File: config.mk
export PLATFORM = sky130hd
export DESIGN_NAME = jt89_reg_if
export DESIGN_NICKNAME = d
export VERILOG_FILES = /design/src/rtl/jt89_pkg.sv /design/src/rtl/jt89_ready_timer.sv /design/src/rtl/jt89_reg_if.sv
export SDC_FILE = /design/constraint.sdc
export NUM_CORES = 1
export LEC_CHECK = 0
export ABC_AREA = 0
export BUFFER_PORTS_ARGS = -buffer_cell sky130_fd_sc_hd__clkbuf_2
export CAP_MARGIN = 20
export CELL_PAD_IN_SITES_DETAIL_PLACEMENT = 0
export CELL_PAD_IN_SITES_GLOBAL_PLACEMENT = 2
export CORE_AREA = 2 2 94 96
export CTS_BUF_LIST = sky130_fd_sc_hd__clkbuf_2 sky130_fd_sc_hd__clkbuf_4 sky130_fd_sc_hd__clkbuf_8
export DETAILED_ROUTE_END_ITERATION = 12
export DIE_AREA = 0 0 96 98
export GPL_ROUTABILITY_DRIVEN = 0
export PLACE_DENSITY = 0.89
export SLEW_MARGIN = 20
export SYNTH_ARGS = -nofsm -noshare
export SYNTH_HDL_FRONTEND = slang
export SYNTH_SLANG_ARGS = --single-unit
File: constraint.sdc
create_clock -name clk -period 2.2 [get_ports clk]
set_input_delay 0.66 -clock clk [delete_from_list [all_inputs] [get_ports clk]]
set_output_delay 0.66 -clock clk [all_outputs]
set_load 0.02 [all_outputs]
File: src/rtl/jt89_pkg.sv
// Shared definitions for the JT89 CPU register interface: register indices,
// field widths, the busy-timer state type and the tone-period update helper.
package jt89_pkg;

  localparam int unsigned TONE_W  = 10;
  localparam int unsigned VOL_W   = 4;
  localparam int unsigned NCTRL_W = 3;

  localparam logic [VOL_W-1:0] VOL_OFF = 4'hF;

  // Register index = {channel[1:0], type}; type 0 = tone/noise-ctrl, 1 = volume.
  localparam logic [2:0] REG_TONE0 = 3'd0;
  localparam logic [2:0] REG_VOL0  = 3'd1;
  localparam logic [2:0] REG_TONE1 = 3'd2;
  localparam logic [2:0] REG_VOL1  = 3'd3;
  localparam logic [2:0] REG_TONE2 = 3'd4;
  localparam logic [2:0] REG_VOL2  = 3'd5;
  localparam logic [2:0] REG_NOISE = 3'd6;
  localparam logic [2:0] REG_VOL3  = 3'd7;

  typedef enum logic {
    RT_IDLE,
    RT_BUSY
  } rt_state_t;

  // Latch bytes replace the low nibble of a tone period, data bytes the top six bits.
  function automatic logic [TONE_W-1:0] tone_next(input logic [TONE_W-1:0] cur,
                                                  input logic [7:0]        d);
    if (d[7]) return {cur[9:4], d[3:0]};
    else      return {d[5:0], cur[3:0]};
  endfunction

endpackage

File: src/rtl/jt89_ready_timer.sv
// Busy timer behind the PSG READY output: after an accepted write, READY
// stays low for READY_CYCLES clk_en ticks.
module jt89_ready_timer
  import jt89_pkg::*;
#(
  parameter int unsigned READY_CYCLES = 32
) (
  input  logic clk,
  input  logic rst,
  input  logic clk_en,
  input  logic start,
  output logic ready
);

  localparam logic [7:0] LOAD = 8'(READY_CYCLES);

  rt_state_t  state;
  rt_state_t  state_next;
  logic [7:0] cnt;

  // State register.
  always_ff @(posedge clk) begin
    if (rst) state <= RT_IDLE;
    else     state <= state_next;
  end

  // Next-state logic: leave BUSY on the clk_en that takes the count to zero.
  always_comb begin
    state_next = state;
    case (state)
      RT_IDLE: if (start) state_next = RT_BUSY;
      RT_BUSY: if (clk_en && cnt == 8'd1) state_next = RT_IDLE;
      default: state_next = RT_IDLE;
    endcase
  end

  // Remaining-ticks counter; a clk_en in the accepting cycle is not counted.
  always_ff @(posedge clk) begin
    if (rst)                                cnt <= '0;
    else if (state == RT_IDLE && start)     cnt <= LOAD;
    else if (state == RT_BUSY && clk_en)    cnt <= cnt - 8'd1;
  end

  // Output decode.
  always_comb begin
    ready = (state == RT_IDLE);
  end

endmodule

File: src/rtl/jt89_reg_if.sv
// JT89 PSG CPU register interface: decodes SN76489 latch/data writes into
// tone, attenuation and noise-control registers and models READY.
// Optional Game Gear stereo register: define JT89_GG_STEREO_EN.
module jt89_reg_if
  import jt89_pkg::*;
#(
  parameter int unsigned READY_CYCLES = 32
) (
  input  logic               clk,
  input  logic               rst,
  input  logic               clk_en,
  input  logic               cs_n,
  input  logic               wr_n,
  input  logic [7:0]         din,
`ifdef JT89_GG_STEREO_EN
  input  logic               gg_n,
  output logic [7:0]         stereo,
`endif
  output logic               ready,
  output logic [TONE_W-1:0]  tone0,
  output logic [TONE_W-1:0]  tone1,
  output logic [TONE_W-1:0]  tone2,
  output logic [VOL_W-1:0]   vol0,
  output logic [VOL_W-1:0]   vol1,
  output logic [VOL_W-1:0]   vol2,
  output logic [VOL_W-1:0]   vol3,
  output logic [NCTRL_W-1:0] noise_ctrl,
  output logic               noise_rst
);

  logic       s;
  logic       s_d;
  logic       psg_wr;
  logic       start;
  logic [2:0] latch_reg;
  logic [2:0] reg_idx;

  assign s       = ~cs_n & ~wr_n;
  assign psg_wr  = s & ~s_d & ready;
  // Data bytes reuse the last latched register index.
  assign reg_idx = din[7] ? din[6:4] : latch_reg;

`ifdef JT89_GG_STEREO_EN
  logic g;
  logic g_d;
  logic gg_wr;

  assign g     = ~gg_n & ~wr_n;
  // An active PSG strobe takes priority over the stereo port.
  assign gg_wr = g & ~g_d & ready & ~s;
  assign start = psg_wr | gg_wr;

  // Stereo strobe edge detector and stereo register.
  always_ff @(posedge clk) begin
    if (rst) begin
      g_d    <= 1'b0;
      stereo <= 8'hFF;
    end else begin
      g_d <= g;
      if (gg_wr) stereo <= din;
    end
  end
`else
  assign start = psg_wr;
`endif

  // PSG strobe edge detector.
  always_ff @(posedge clk) begin
    if (rst) s_d <= 1'b0;
    else     s_d <= s;
  end

  // Register file update on accepted PSG writes.
  always_ff @(posedge clk) begin
    if (rst) begin
      latch_reg  <= '0;
      tone0      <= '0;
      tone1      <= '0;
      tone2      <= '0;
      vol0       <= VOL_OFF;
      vol1       <= VOL_OFF;
      vol2       <= VOL_OFF;
      vol3       <= VOL_OFF;
      noise_ctrl <= '0;
      noise_rst  <= 1'b0;
    end else begin
      noise_rst <= 1'b0;
      if (psg_wr) begin
        if (din[7]) latch_reg <= din[6:4];
        case (reg_idx)
          REG_TONE0: tone0 <= tone_next(tone0, din);
          REG_TONE1: tone1 <= tone_next(tone1, din);
          REG_TONE2: tone2 <= tone_next(tone2, din);
          REG_VOL0:  vol0  <= din[3:0];
          REG_VOL1:  vol1  <= din[3:0];
          REG_VOL2:  vol2  <= din[3:0];
          REG_VOL3:  vol3  <= din[3:0];
          REG_NOISE: begin
            noise_ctrl <= din[2:0];
            noise_rst  <= 1'b1;
          end
          default: ;
        endcase
      end
    end
  end

  jt89_ready_timer #(
    .READY_CYCLES(READY_CYCLES)
  ) u_timer (
    .clk   (clk),
    .rst   (rst),
    .clk_en(clk_en),
    .start (start),
    .ready (ready)
  );

endmodule

# Word-level counts from Yosys, hierarchy flattened
# Index checks and enable logic that the tools add are counted.
# totals
register_bits	63
output_inout_bits	51
inputBits	13
# op_classes
eq_ne	8
bitwise	9
n_reduce_logical	18
n_mux	7
add_sub_neg	1
# ops
op	n
AND reduction 3 bit	6
equality test 3 bit (second input constant)	4
two-way mux 6 bit	2
AND reduction 2 bit	5
equality test 8 x 1 -> 1 bit (second input constant)	1
subtractor 8 x 1 -> 8 bit (second input constant)	1
equality test 3 x 2 -> 1 bit (second input constant)	2
inverter 1 bit	6
OR reduction 2 bit	2
AND 1 bit	3
equality test 3 x 1 -> 1 bit (second input constant)	1
logical AND 1 bit	3
logical NOT 3 bit	1
two-way mux 1 bit	3
two-way mux 3 bit	1
case mux 1 bit (2 select lines)	1
nonzero test 2 bit	1

# Depth between registers and ports, before layout
# logic_depth
ltp_word	6
depth_mapped	6

# Modules after synthesis
# A second synthesis with hierarchy kept.
# unflattened
hier_cells	299
hier_area_um2	2756.4
# by_module_without_submodules
module	area_each_um2	cells_per_inst	instances
jt89_reg_if	2324.7	250	1
jt89_ready_timer	431.7	49	1

# Worst setup path after synthesis
# No wires, ideal clock.
# synth_path
kind	input port to flip-flop
startpoint	input cs_n
endpoint	register vol2[0]
required_time_ns	2.128
setup_ns	0.072
arrival_time_ns	1.826
setup_slack_ns	0.303
cell_stages	4
path_cell_list	or4_4 > buf_6 > a211oi_4 > mux2i_1
# synth_between
elab_chain_cells	5
# synth_rtl
element	line	source
from (decl)	jt89_reg_if.sv:12	input logic cs_n,
inverter 1 bit	jt89_reg_if.sv:38	assign s = ~cs_n & ~wr_n;
AND 1 bit	jt89_reg_if.sv:38	
AND 1 bit (2 in a row)	jt89_reg_if.sv:39	assign psg_wr = s & ~s_d & ready;
AND reduction 2 bit (no source line)	-	
to (signal assigned)	jt89_reg_if.sv:96	REG_VOL2: vol2 <= din[3:0];
to (decl)	jt89_reg_if.sv:25	output logic [VOL_W-1:0] vol2,
# Every way passes these cells.
# A chain may end at the register's enable or synchronous reset.

# Worst setup path after layout
# layout_path
startpoint	register u_timer.state
endpoint	register vol3[0]
# layout_between
elab_chain_cells	3
# layout_rtl
element	line	source
from (decl)	jt89_ready_timer.sv:17	rt_state_t state;
from (signal assigned)	jt89_ready_timer.sv:24	else state <= state_next;
inverter 1 bit	jt89_ready_timer.sv:46	ready = (state == RT_IDLE);
AND 1 bit	jt89_reg_if.sv:39	
AND reduction 2 bit (no source line)	-	
to (signal assigned)	jt89_reg_if.sv:97	REG_VOL3: vol3 <= din[3:0];
to (decl)	jt89_reg_if.sv:26	output logic [VOL_W-1:0] vol3,
# Every way passes these cells.

==> flow_summary_export.csv <==
group,metric,value,unit
die,num_io_pins,64,
route,via_count,2407,
route,first_iter_violations,107,
global_route,grt_overflow,0,
worst_setup_path,cp-start-kind,"flip-flop",
synthesis,synth_top_family_by_area,"simple AND/OR/NAND/NOR gates",
global_route,grt_start_max_net_pins,29,
global_route,grt_pass1_vias,2174,
clocking,clock_path_buffers,2,
layout,largest_registers,"tone0 x10, tone1 x10, tone2 x10",
route,totalWireLength,6900,um
global_route,grt.total_usage,15.3,%
clocking,cts_resized,0,
power,p_per_area,731,nW/um^2
die,die_h,98,um
synthesis,synthMuxAreaShare,7.85,%
synthesis,synth_enable_flop_cells,0,
synthesis,yosysWarnings,0,
synthesis,yosys.area_share.adder,0.929,%
die,start_util,31.8,%
clocking,clock_latency,340,ps
sta,hold_viol_final,0,
worst_setup_path,crit_type,"flip-flop to flip-flop",
worst_setup_path,ff2ff_setup_slack,380,ps
placed_design,dp_hpwl,4860,um
global_route,antenna_found_initial,0,
synthesis,synth_simple_gate_area_share,20.9,%
power,cellLeakagePower,1.28,nW
clocking,post_cts_buffers,0,
sta,setup_viol,0,
sta,hold-worst-slack,471,ps
layout,diodes,0,
clocking,root_buffer,"clkbuf_8",
worst_setup_path,crit_fanout,11,
sta,fin_skew,5.52,ps
global_route,grt_pass1_wl,11100,um
layout,finalInstanceArea,3370,um^2
route,first_pass_iters,4,
synthesis,synth_seq_cells,63,
layout,drive_gt1_share,28.7,%
clocking,clk_pin_slew,70,ps
route,antenna_left,0,
sta,fmax,0.550,GHz
sta,maxSlewHeadroom,64.3,%
sta,period_needed,1820,ps
layout,area_growth_syn_to_layout,24.9,%
synthesis,synth_cells,296,
synthesis,yosysUniqueCellTypes,42,
synthesis,syn_area,2690,um^2
route,viasPerCell,5.08,
synthesis,synth_nets,311,
worst_setup_path,critical_path_required,2470,ps
clocking,cts_max_level,3,
synthesis,yosysSeqAreaShare,46.8,%
run_status,outcome,"complete, no violations",
synthesis,synth-xor-area-share,0.650,%
clocking,cts_buffers,9,
die,die_area,9410,um^2
die,rows,34,
power,peakVddDrop,367,uV
hold_path,hold_class,"flip-flop to flip-flop",
clocking,clock-sinks,63,
route,wl_per_cell,14.6,um
synthesis,synthFlopType,"dfxtp_1",
synthesis,synth_compound_area_share,18.2,%
clocking,cts_hold_buf,0,
worst_setup_path,crit_arrival,2090,ps
job,maxCapViolations,0,
die,core_area,8470,um^2
sta,slew_violations,0,
placed_design,place_area,3150,um^2
placed_design,port_buffers,63,
synthesis,async_reset_ff_share,0,%
die,die_x,96,um
synthesis,syn_area_per_cell,9.10,um^2
sta,finalCritPeriodShare,82.6,%
worst_setup_path,end_kind,"flip-flop",
power,p_total,2.46,mW
sta,tightest_slew,534,ps
route,drc_errors,0,
layout,nets,376,
sta,fin_tns_setup,0,ps
clocking,cts_tree,"done",
sta,rsz0062_at_grt,"no",
critical path, stage by stage (launching register included):
cell      delay, ps
dfxtp_1         410
or4_4           700
a211oi_4        390
mux2i_1         240
through the flow:
stage	utilization, %	setup WS (ps)	std cells
3_5_place_dp	37.2	75.7	458
3_3_place_gp	37.2	92.9	458
5_1_grt	39.8	279	474
4_1_cts	39.8	397	474
2_1_floorplan	-	303	296
6_report	39.8	382	474
power breakdown:
group          total, mW  internal (mW)  switching [mW]  leakage, nW
logic              0.220         0.0765           0.144        0.662
registers           1.18           1.16          0.0205        0.510
clock network       1.06          0.625           0.435        0.113
total               2.46           1.86           0.600         1.28
cell usage in the layout (no fill, tap or decap), types with 2 or more instances in the layout:
cell type | netlist | routed
or4_1 | 4 | 4
nand3_1 | 34 | 34
inv_1 | 4 | 4
o21ai_0 | 35 | 35
or4b_2 | 3 | 3
mux2i_1 | 20 | 20
nor2_1 | 23 | 23
clkbuf_2 | 1 | 63
nand3b_1 | 2 | 2
or3_1 | 4 | 4
nor4bb_1 | 2 | 2
ha_1 | 2 | 2
a211oi_4 | 3 | 3
nand2_1 | 2 | 2
clkbuf_8 | 0 | 12
clkinv_2 | 0 | 2
or4bb_1 | 2 | 2
nor4b_1 | 3 | 3
o31ai_1 | 2 | 2
dfxtp_1 | 63 | 63
buf_4 | 0 | 16
nand2b_1 | 7 | 7
a21oi_1 | 38 | 38
cell type report:
class	count	area, um^2
Fill cell	882	5100
Multi-Input combinational cell	204	1310
Sequential cell	63	1260
Timing Repair Buffer	79	435
Clock buffer	13	173
Tap cell	108	135
Clock inverter	3	40.0
Inverter	4	15.0
path summary, 6_finish.rpt:
check        cells past startpoint                    endpoint                       start
min reg2reg                      2  noise_ctrl[1]$_SDFFE_PP0P_  noise_ctrl[1]$_SDFFE_PP0P_
max reg2reg                      3        vol3[0]$_SDFFE_PP1P_    u_timer.state$_SDFF_PP0_
max                              3        vol3[0]$_SDFFE_PP1P_    u_timer.state$_SDFF_PP0_
min                              2  noise_ctrl[1]$_SDFFE_PP0P_  noise_ctrl[1]$_SDFFE_PP0P_
cell usage after synthesis, drive strengths merged (2+ instances only):
master	instances	share of area [%]
a211oi	4	2.5
a21oi	38	7.1
buf	6	1.4
clkbuf	19	2.7
dfxtp	63	47
ha	2	0.93
inv	4	0.56
mux2i	20	7.4
nand2	2	0.28
nand2b	7	1.6
nand3	34	6.3
nand3b	2	0.56
nor2	23	3.2
nor4	2	1.0
nor4b	3	0.98
nor4bb	2	0.74
o21ai	35	6.5
o31ai	2	0.56
or3	4	0.93
or4	5	1.5
or4b	3	1.1
or4bb	2	0.84
routing by layer:
layer / track usage (%) / up-vias / routed length, um
li1: - / 1205 / -
met1: 21.3 / 1133 / 3230
met2: 22.1 / 60 / 3110
met3: 4.40 / 9 / 442
met4: 5.93 / 0 / 119
met5: 0 / - / 0
kinds of logic (layout without fill, tap and decap cells):
group / Yosys count / count (layout)
multiplexers: 21 / 21
AO/OA/AOI/OAI: 84 / 84
AND/OR/NAND/NOR: 95 / 95
buffers and inverters: 29 / 99
flip-flops: 63 / 63
adder cells (fa/ha/maj): 2 / 2
XOR/XNOR: 2 / 2
Note: power is estimated with default switching activity, not from simulation.
